File: src/rtl/uart_pkg.sv
// ---------------------------------------------------------------------------
// uart_pkg
// Shared types and constants for the UART receive path.
//   rx_state_t     : receiver FSM state encoding
//   OVERSAMPLE_DEF : default number of b_tick pulses per bit period
//   START_MID      : tick index of the mid-start-bit sample at the default rate
//   parity8        : parity of an 8-bit value (narrower data zero-extended)
// ---------------------------------------------------------------------------
package uart_pkg;

    typedef enum logic [2:0] {
        IDLE   = 3'd0,
        START  = 3'd1,
        DATA   = 3'd2,
        PARITY = 3'd3,
        STOP   = 3'd4,
        BREAK  = 3'd5
    } rx_state_t;

    localparam int OVERSAMPLE_DEF = 16;
    localparam int START_MID      = OVERSAMPLE_DEF / 2 - 1;

    // Parity of the data byte, inverted for odd sense. Zero-extending a
    // narrower word does not change the XOR reduction.
    function automatic logic parity8(input logic [7:0] data, input logic odd);
        return (^data) ^ odd;
    endfunction

endpackage

File: src/rtl/uart_bit_sync.sv
// ---------------------------------------------------------------------------
// uart_bit_sync
// Two-flop synchroniser for a single asynchronous bit. Both stages reset to 1
// so an idle-high serial line does not look like a start edge after reset.
// Ports:
//   clk : system clock
//   rst : asynchronous active-high reset
//   d   : asynchronous input
//   q   : synchronised output
// ---------------------------------------------------------------------------
module uart_bit_sync (
    input  logic clk,
    input  logic rst,
    input  logic d,
    output logic q
);

    logic r_meta;
    logic r_sync;

    // Two-stage resynchroniser, reset to the idle line level
    always_ff @(posedge clk or posedge rst) begin
        if (rst) begin
            r_meta <= 1'b1;
            r_sync <= 1'b1;
        end else begin
            r_meta <= d;
            r_sync <= r_meta;
        end
    end

    assign q = r_sync;

endmodule

File: src/rtl/uart_rx_deframer.sv
// ---------------------------------------------------------------------------
// uart_rx_deframer
// Oversampling UART receiver front end. Synchronises rx, qualifies the start
// bit at mid-bit, samples DATA_BITS data bits LSB first at mid-bit and checks
// the stop bit. A good frame updates rx_data and pulses rx_done (RX FIFO write).
// Optional parity checking is compiled in with the macro UART_RX_PARITY_EN.
// Ports:
//   clk        : system clock
//   rst        : asynchronous active-high reset
//   b_tick     : oversample tick, OVERSAMPLE pulses per bit period
//   rx         : asynchronous serial input, idles high
//   rx_data    : last good byte, held until the next rx_done
//   rx_done    : one-cycle strobe, rx_data valid
//   frame_err  : one-cycle strobe, stop bit sampled low
//   parity_err : one-cycle strobe, parity mismatch (0 without the macro)
//   rx_busy    : high whenever the FSM is not IDLE
// ---------------------------------------------------------------------------
module uart_rx_deframer
    import uart_pkg::*;
#(
    parameter int DATA_BITS  = 8,
    parameter int OVERSAMPLE = OVERSAMPLE_DEF,
    parameter int PARITY_ODD = 0
) (
    input  logic                 clk,
    input  logic                 rst,
    input  logic                 b_tick,
    input  logic                 rx,
    output logic [DATA_BITS-1:0] rx_data,
    output logic                 rx_done,
    output logic                 frame_err,
    output logic                 parity_err,
    output logic                 rx_busy
);

    localparam int TW = $clog2(OVERSAMPLE);
    localparam int BW = $clog2(DATA_BITS);
    localparam logic [TW-1:0] TICK_MID  = TW'(OVERSAMPLE / 2 - 1);
    localparam logic [TW-1:0] TICK_LAST = TW'(OVERSAMPLE - 1);
    localparam logic [BW-1:0] BIT_LAST  = BW'(DATA_BITS - 1);

    // Elaboration-time parameter sanity checks
    if ((DATA_BITS < 5) || (DATA_BITS > 8)) begin : g_bad_data_bits
        $error("uart_rx_deframer: DATA_BITS must be 5..8");
    end
    if ((OVERSAMPLE % 2) != 0) begin : g_bad_oversample
        $error("uart_rx_deframer: OVERSAMPLE must be even");
    end
    if ((PARITY_ODD != 0) && (PARITY_ODD != 1)) begin : g_bad_parity_odd
        $error("uart_rx_deframer: PARITY_ODD must be 0 or 1");
    end

    logic                 w_rx_s;
    rx_state_t            r_state;
    logic [TW-1:0]        r_tick_cnt;
    logic [BW-1:0]        r_bit_cnt;
    logic [DATA_BITS-1:0] r_shift;
    logic [DATA_BITS-1:0] r_rx_data;
    logic                 r_rx_done;
    logic                 r_frame_err;
    logic                 r_busy;

    uart_bit_sync u_rx_sync (
        .clk (clk),
        .rst (rst),
        .d   (rx),
        .q   (w_rx_s)
    );

`ifdef UART_RX_PARITY_EN
    logic       r_par_bit;
    logic       r_parity_err;
    logic [7:0] w_par_src;
    logic       w_par_bad;

    // Zero-extend the assembled word for the parity helper
    always_comb begin
        w_par_src                  = 8'h00;
        w_par_src[DATA_BITS-1:0]   = r_shift;
        w_par_bad                  = (r_par_bit != parity8(w_par_src, 1'(PARITY_ODD)));
    end
`endif

    // Receiver FSM: start qualification, mid-bit sampling, stop check, strobes
    always_ff @(posedge clk or posedge rst) begin
        if (rst) begin
            r_state      <= IDLE;
            r_tick_cnt   <= {TW{1'b0}};
            r_bit_cnt    <= {BW{1'b0}};
            r_shift      <= {DATA_BITS{1'b0}};
            r_rx_data    <= {DATA_BITS{1'b0}};
            r_rx_done    <= 1'b0;
            r_frame_err  <= 1'b0;
            r_busy       <= 1'b0;
`ifdef UART_RX_PARITY_EN
            r_par_bit    <= 1'b0;
            r_parity_err <= 1'b0;
`endif
        end else begin
            // Strobes are single-cycle unless re-armed below
            r_rx_done   <= 1'b0;
            r_frame_err <= 1'b0;
`ifdef UART_RX_PARITY_EN
            r_parity_err <= 1'b0;
`endif
            case (r_state)
                IDLE: begin
                    // Leaving IDLE needs no tick: the tick grid is re-based here
                    if (!w_rx_s) begin
                        r_tick_cnt <= {TW{1'b0}};
                        r_state    <= START;
                        r_busy     <= 1'b1;
                    end
                end

                START: begin
                    if (b_tick) begin
                        if (r_tick_cnt == TICK_MID) begin
                            if (!w_rx_s) begin
                                r_tick_cnt <= {TW{1'b0}};
                                r_bit_cnt  <= {BW{1'b0}};
                                r_state    <= DATA;
                            end else begin
                                // Line back high at mid-start: treat as a glitch
                                r_state <= IDLE;
                                r_busy  <= 1'b0;
                            end
                        end else begin
                            r_tick_cnt <= r_tick_cnt + TW'(1);
                        end
                    end
                end

                DATA: begin
                    if (b_tick) begin
                        if (r_tick_cnt == TICK_LAST) begin
                            r_tick_cnt <= {TW{1'b0}};
                            // Shift right so the first bit received ends at the LSB
                            r_shift    <= {w_rx_s, r_shift[DATA_BITS-1:1]};
                            if (r_bit_cnt == BIT_LAST) begin
`ifdef UART_RX_PARITY_EN
                                r_state <= PARITY;
`else
                                r_state <= STOP;
`endif
                            end else begin
                                r_bit_cnt <= r_bit_cnt + BW'(1);
                            end
                        end else begin
                            r_tick_cnt <= r_tick_cnt + TW'(1);
                        end
                    end
                end

`ifdef UART_RX_PARITY_EN
                PARITY: begin
                    if (b_tick) begin
                        if (r_tick_cnt == TICK_LAST) begin
                            r_tick_cnt <= {TW{1'b0}};
                            r_par_bit  <= w_rx_s;
                            r_state    <= STOP;
                        end else begin
                            r_tick_cnt <= r_tick_cnt + TW'(1);
                        end
                    end
                end
`endif

                STOP: begin
                    if (b_tick) begin
                        if (r_tick_cnt == TICK_LAST) begin
                            r_tick_cnt <= {TW{1'b0}};
`ifdef UART_RX_PARITY_EN
                            r_parity_err <= w_par_bad;
`endif
                            if (w_rx_s) begin
                                // Return to IDLE at mid-stop so a prompt next start is seen
                                r_rx_data <= r_shift;
                                r_rx_done <= 1'b1;
                                r_state   <= IDLE;
                                r_busy    <= 1'b0;
                            end else begin
                                r_frame_err <= 1'b1;
                                r_state     <= BREAK;
                            end
                        end else begin
                            r_tick_cnt <= r_tick_cnt + TW'(1);
                        end
                    end
                end

                BREAK: begin
                    // Hold off until the line idles so a break cannot retrigger START
                    if (w_rx_s) begin
                        r_state <= IDLE;
                        r_busy  <= 1'b0;
                    end
                end

                default: begin
                    r_state <= IDLE;
                    r_busy  <= 1'b0;
                end
            endcase
        end
    end

    assign rx_data   = r_rx_data;
    assign rx_done   = r_rx_done;
    assign frame_err = r_frame_err;
    assign rx_busy   = r_busy;
`ifdef UART_RX_PARITY_EN
    assign parity_err = r_parity_err;
`else
    assign parity_err = 1'b0;
`endif

endmodule

File: config.mk
export PLATFORM = sky130hd
export DESIGN_NAME = uart_rx_deframer
export DESIGN_NICKNAME = d
export VERILOG_FILES = /design/src/rtl/uart_pkg.sv /design/src/rtl/uart_bit_sync.sv /design/src/rtl/uart_rx_deframer.sv
export SDC_FILE = /design/constraint.sdc
export NUM_CORES = 1
export LEC_CHECK = 0
export ABC_AREA = 0
export BUFFER_PORTS_ARGS = -buffer_cell sky130_fd_sc_hd__buf_2
export CORE_UTILIZATION = 45
export CTS_CLUSTER_DIAMETER = 200
export DETAILED_ROUTE_END_ITERATION = 10
export PLACE_DENSITY_LB_ADDON = 0.05
export SETUP_SLACK_MARGIN = 0.3
export SLEW_MARGIN = 25
export SYNTH_ARGS = -nofsm -noshare
export SYNTH_HDL_FRONTEND = slang
export SYNTH_SLANG_ARGS = --single-unit
File: constraint.sdc
create_clock -name clk -period 4 [get_ports clk]
set_input_delay 0.2 -clock clk [delete_from_list [all_inputs] [get_ports clk]]
set_output_delay 0.2 -clock clk [all_outputs]
set_load 0.01 [all_outputs]
# Word-level counts from Yosys, hierarchy flattened
# Cells that the tools add are included.
# W data, S select, Z words.
# op_classes
add_sub_neg,2
eq_ne,19
n_mux,40
bitwise,1
n_reduce_logical,10
# ops
cell,n
$mux W3,16
$mux W4,5
$ne A2 B2 Y1 const B,10
$pmux W3 S5,1
$mux W1,14
$pmux W4 S3,1
$eq A3 B3 Y1 const B,3
$reduce_and A9 Y1,1
$reduce_and A7 Y1,1
$pmux W3 S2,1
$reduce_and A3 Y1,2
$reduce_and A6 Y1,1
$pmux W1 S5,1
$add A4 B1 Y4 const B,1
$eq A4 B3 Y1 const B,1
$eq A4 B4 Y1 const B,1
$ne A2 B1 Y1 const B,2
$reduce_and A4 Y1,1
$add A3 B1 Y3 const B,1
$eq A3 B1 Y1 const B,1
$eq A3 B2 Y1 const B,1
$logic_not A3 Y1,1
$reduce_bool A3 Y1,1
$mux W2,1
3 further kinds,3
# totals
register_bits,31
input_bits,4
output_inout_bits,12
wordCells,82

# Logic depth before layout (Yosys ltp)
# depth
ltp_word,5
ltp_mapped,6
depth_no_buf,6

# Cells and area by module
# A second synthesis with hierarchy kept.
# unflattened
hier_cells,128
hier_area_um2,1495.2
# modules_own_cells
module,instances,cells_per_inst,area_each_um2,seq_area_each_um2
uart_rx_deframer,1,125,1438.9,725.7
uart_bit_sync,1,3,56.3,52.6

# Worst setup path after synthesis
# Ideal clock, no wire load.
# synth_timing
path_type,register to register
start,register r_tick_cnt[0]
end,register r_bit_cnt[0]
arrival_ns,1.548
t_required_ns,3.875
setup_slack_ns,2.327
stages_incl_launch_ff,6
path_buffers,0
synth_period_minus_slack_ns,1.673
path_cell_list,dfrtp_1 ha_1 and4b_1 o32ai_2 o21bai_2 mux2_4
# synth_via
elab_chain_cells,3
elab_cells_between_ends,5
cone_classes,eq/ne (4); reduce/logical (1)
# synth_rtl
item,line,source
"start, declared",uart_rx_deframer.sv:55,logic [TW-1:0] r_tick_cnt;
"start signal, assigned",uart_rx_deframer.sv:88,r_tick_cnt <= {TW{1'b0}};
"start signal, assigned",uart_rx_deframer.sv:110,r_tick_cnt <= {TW{1'b0}};
"start signal, assigned",uart_rx_deframer.sv:120,r_tick_cnt <= {TW{1'b0}};
$eq A4 B4 Y1 or $eq A4 B3 Y1 (tied branches),"uart_rx_deframer.sv:136, uart_rx_deframer.sv:118",
$ne A2 B2 Y1 (no source line),-,
$reduce_and A7 Y1 (no source line) *,-,
"end signal, assigned",uart_rx_deframer.sv:89,r_bit_cnt <= {BW{1'b0}};
"end signal, assigned",uart_rx_deframer.sv:121,r_bit_cnt <= {BW{1'b0}};
"end signal, assigned",uart_rx_deframer.sv:147,r_bit_cnt <= r_bit_cnt + BW'(1);
"end, declared",uart_rx_deframer.sv:56,logic [BW-1:0] r_bit_cnt;
# Every way passes the cells marked *; elsewhere a longest branch is shown, timed or not.
# A chain may end at the register's enable or synchronous reset.

# Worst setup path after layout
# layout_timing
start,register r_state[1]
end,register r_shift[6]
# layout_via
elab_chain_cells,2
# layout_rtl
item,line,source
"start, declared",uart_rx_deframer.sv:54,rx_state_t r_state;
"start signal, assigned",uart_rx_deframer.sv:87,r_state <= IDLE;
"start signal, assigned",uart_rx_deframer.sv:111,r_state <= START;
"start signal, assigned",uart_rx_deframer.sv:122,r_state <= DATA;
$eq A3 B2 Y1,uart_rx_deframer.sv:106,case (r_state)
$reduce_and A3 Y1 (no source line),-,
"end signal, assigned",uart_rx_deframer.sv:90,r_shift <= {DATA_BITS{1'b0}};
"end signal, assigned",uart_rx_deframer.sv:139,"r_shift <= {w_rx_s, r_shift[DATA_BITS-1:1]};"
"end, declared",uart_rx_deframer.sv:57,logic [DATA_BITS-1:0] r_shift;
# Every way passes these cells.

==> out/metrics.cfg <==
[run_status]
status = completed

[synthesis]
synth_top_area_share_pct = 43.5
yosys_warnings = 0
syn_inst = 148
ys_seq_area_share_pct = 46.7
ys.flop_type = dfrtp_1
syn-mean-instance-area_sq_um = 11.3
netlist_area_sq_mm = 0.00167
ys_seq_elements = 31
synth_edf_count = 0
synth_nets = 155
synth_top_cells_by_area = dfrtp_1, mux2_2, dfstp_2, nand2_1, ha_1
yosys.area.top_type = dfrtp_1
ys_async_sr_fraction_pct = 100
ys_types = 51

[clocking]
cts_sinks = 31
cts_tree = built
clk_latency_ns = 0.29
clkTransAtPathRegs_ns = 0.07
htreeDepth = 2
numCtsBuffers = 5
cts_max_path_buffers = 2
cts_root_buf = clkbuf_8
ctsResizeCount = 0

[setup_path]
worstPathArrival_ns = 2.19
slowest_stage = dfrtp_1
r2r_end = r_shift[6]
cpPeakStageDelay_ns = 0.68
r2r-start = r_state[1]
worstPathMaxFanout = 17
crit_chain = nor3b_2 -> and3_1 -> mux2_2
reg2reg_depth = 3
crit_family = simple AND/OR/NAND/NOR gates
cp_data_required_time_ns = 4.16
critPathLaunchType = flop
reg2reg_slack_ns = 1.98
critical_path_buf_inv_count = 0
critPathKind = flop to flop
crit_path_end_kind = flop

[grt]
grt_pass1_wl_um = 5330
grt_pass1_vias = 1062
grt.overflow.total = 0
grt_util_all_layers_pct = 18.0
grt_max_degree = 32
antenna_found_initial = 0

[min_path]
min_delay_path_depth = 1
hold_path.class = input pin to flop
min_from = rx
whs_endpoint = u_rx_sync.r_meta

[timing]
setup_tns_ns = 0
fin_crit_sh_pct = 50.5
maxSlewViolCount = 0
clock-skew-final_ns = 0.0101
hold_slack_ns = 0.0155
final.setup.worst_slack_ns = 1.98
max_clock_freq_mhz = 495
tightest_slew_ns = 0.666
setup_viol = 0
fin_crit_ns = 2.02
hold_violations = 0
rsz0062_at_grt = no
max-slew-margin-rel_pct = 55.6

[route]
first_pass_iters = 4
route.detailed.drc = 0
drt_iter0_markers = 101
totalWireLength_um = 3050
vias = 1126
via_per_inst = 5.41
ant_nets = 0
routedWlPerCell_um = 14.7

[layout]
final_cell_mix = dfrtp_1, mux2_2, buf_2
final_common_cell = dfrtp_1
nets = 168
fillers = 313
multi_input_area_sq_um = 801
seqCellArea_sq_um = 778
utilization_pct = 53.8
diodes = 0
layout-drive-gt1-share_pct = 34.0
area_growth_pct = 11.0

[job]
drv_cap = 0

[floorplanning]
start_util_pct = 48.4
core_area_sq_mm = 0.00344
dieArea_sq_mm = 0.00395
boundaryPins = 16
rows = 21
die_w_um = 62.9
die_h_um = 62.9

[power]
power_density_mw_per_mm2 = 603
peakVddDrop_mv = 0.309
p_leak_nw = 0.911
power.total_mw = 1.12

[placement]
port_buffers = 14
place_congestion = 0.783
post-place-ws_ns = 1.98
dp.final_hpwl_um = 2130

## layout make-up
| class | count | area share [%] |
|---|---|---|
| Inverter | 6 | 1.22 |
| Multi-Input combinational cell | 101 | 43.3 |
| Sequential cell | 31 | 42.1 |
| Clock buffer | 7 | 5.21 |
| Timing Repair Buffer | 16 | 4.73 |
| Clock inverter | 1 | 0.406 |
| Tap cell | 46 | 3.11 |
## sequential cells by signal, summed over array words and instances, names as in the netlist
name	flops
r_tick_cnt	4
r_shift	8
r_state	3
rx_busy	1
u_rx_sync.r_meta	1
rx_data	8
r_bit_cnt	3
rx_done	1
frame_err	1
u_rx_sync.q	1
## power by group
part | total (mW) | internal (mW) | leakage (nW) | switching [mW]
clock | 0.278 | 0.156 | 0.0505 | 0.121
sequential | 0.455 | 0.360 | 0.413 | 0.0952
combinational | 0.383 | 0.185 | 0.447 | 0.198
total | 1.12 | 0.701 | 0.911 | 0.415
## cell usage after synthesis (2+ instances only)
library cell   n
mux2_2        17
a211oi_2       2
nor3b_1        3
nor3_2         2
a22o_1         2
o21ai_0        7
buf_2          3
mux2i_1        2
and3_1         2
and2_1         2
dfstp_2        2
nand3_1        2
ha_1           3
a211oi_1       3
inv_1          6
nand2_1       11
nor2_1         8
and4b_1        2
nand2b_1       5
nor3b_2        2
buf_4          4
dfrtp_1       29
## layer usage
| metal | GRT usage (%) | wire, um |
|---|---|---|
| met3 | 5.47 | 103 |
| met4 | 6.98 | 48 |
| met5 | 0 | 0 |
| met1 | 25.5 | 1560 |
| met2 | 25.4 | 1350 |
## kinds of logic after synthesis
group,Yosys count,share of synthesized area [%]
buffers and inverters,16,5.25
AOI/OAI and AO/OA,27,13.1
and+or+nand+nor,48,17.9
muxes,20,13.6
other,1,0.225
xor gates and xnor gates,2,1.05
DFF,31,46.7
adders and majority gates,3,2.25
## what timing repair did
action / in CTS / in global routing
hold buffers: 1 / 0
endpoints found under the hold margin: 29 / 0
buffers inserted: 0 / 0
## metrics by stage
stage	cell area (sq um)	cells
after CTS	1850	208
after floorplan	1670	148
final	1850	208
after global routing	1850	208
after detailed placement	1740	199
after global placement	1740	199
## worst max path at each step
stage	from	to	slack, ns	cells past startpoint
2_1_floorplan	r_tick_cnt[0]	r_bit_cnt[0]	2.33	5
3_3_place_gp	r_state[1]	r_shift[1]	2.05	3
3_5_place_dp	r_state[1]	r_shift[6]	1.98	3
4_1_cts	r_state[1]	r_shift[6]	1.96	3
5_1_grt	r_state[1]	r_shift[6]	1.83	3
6_report	r_state[1]	r_shift[6]	1.98	3
No activity file was read; power rests on OpenSTA's default activity.
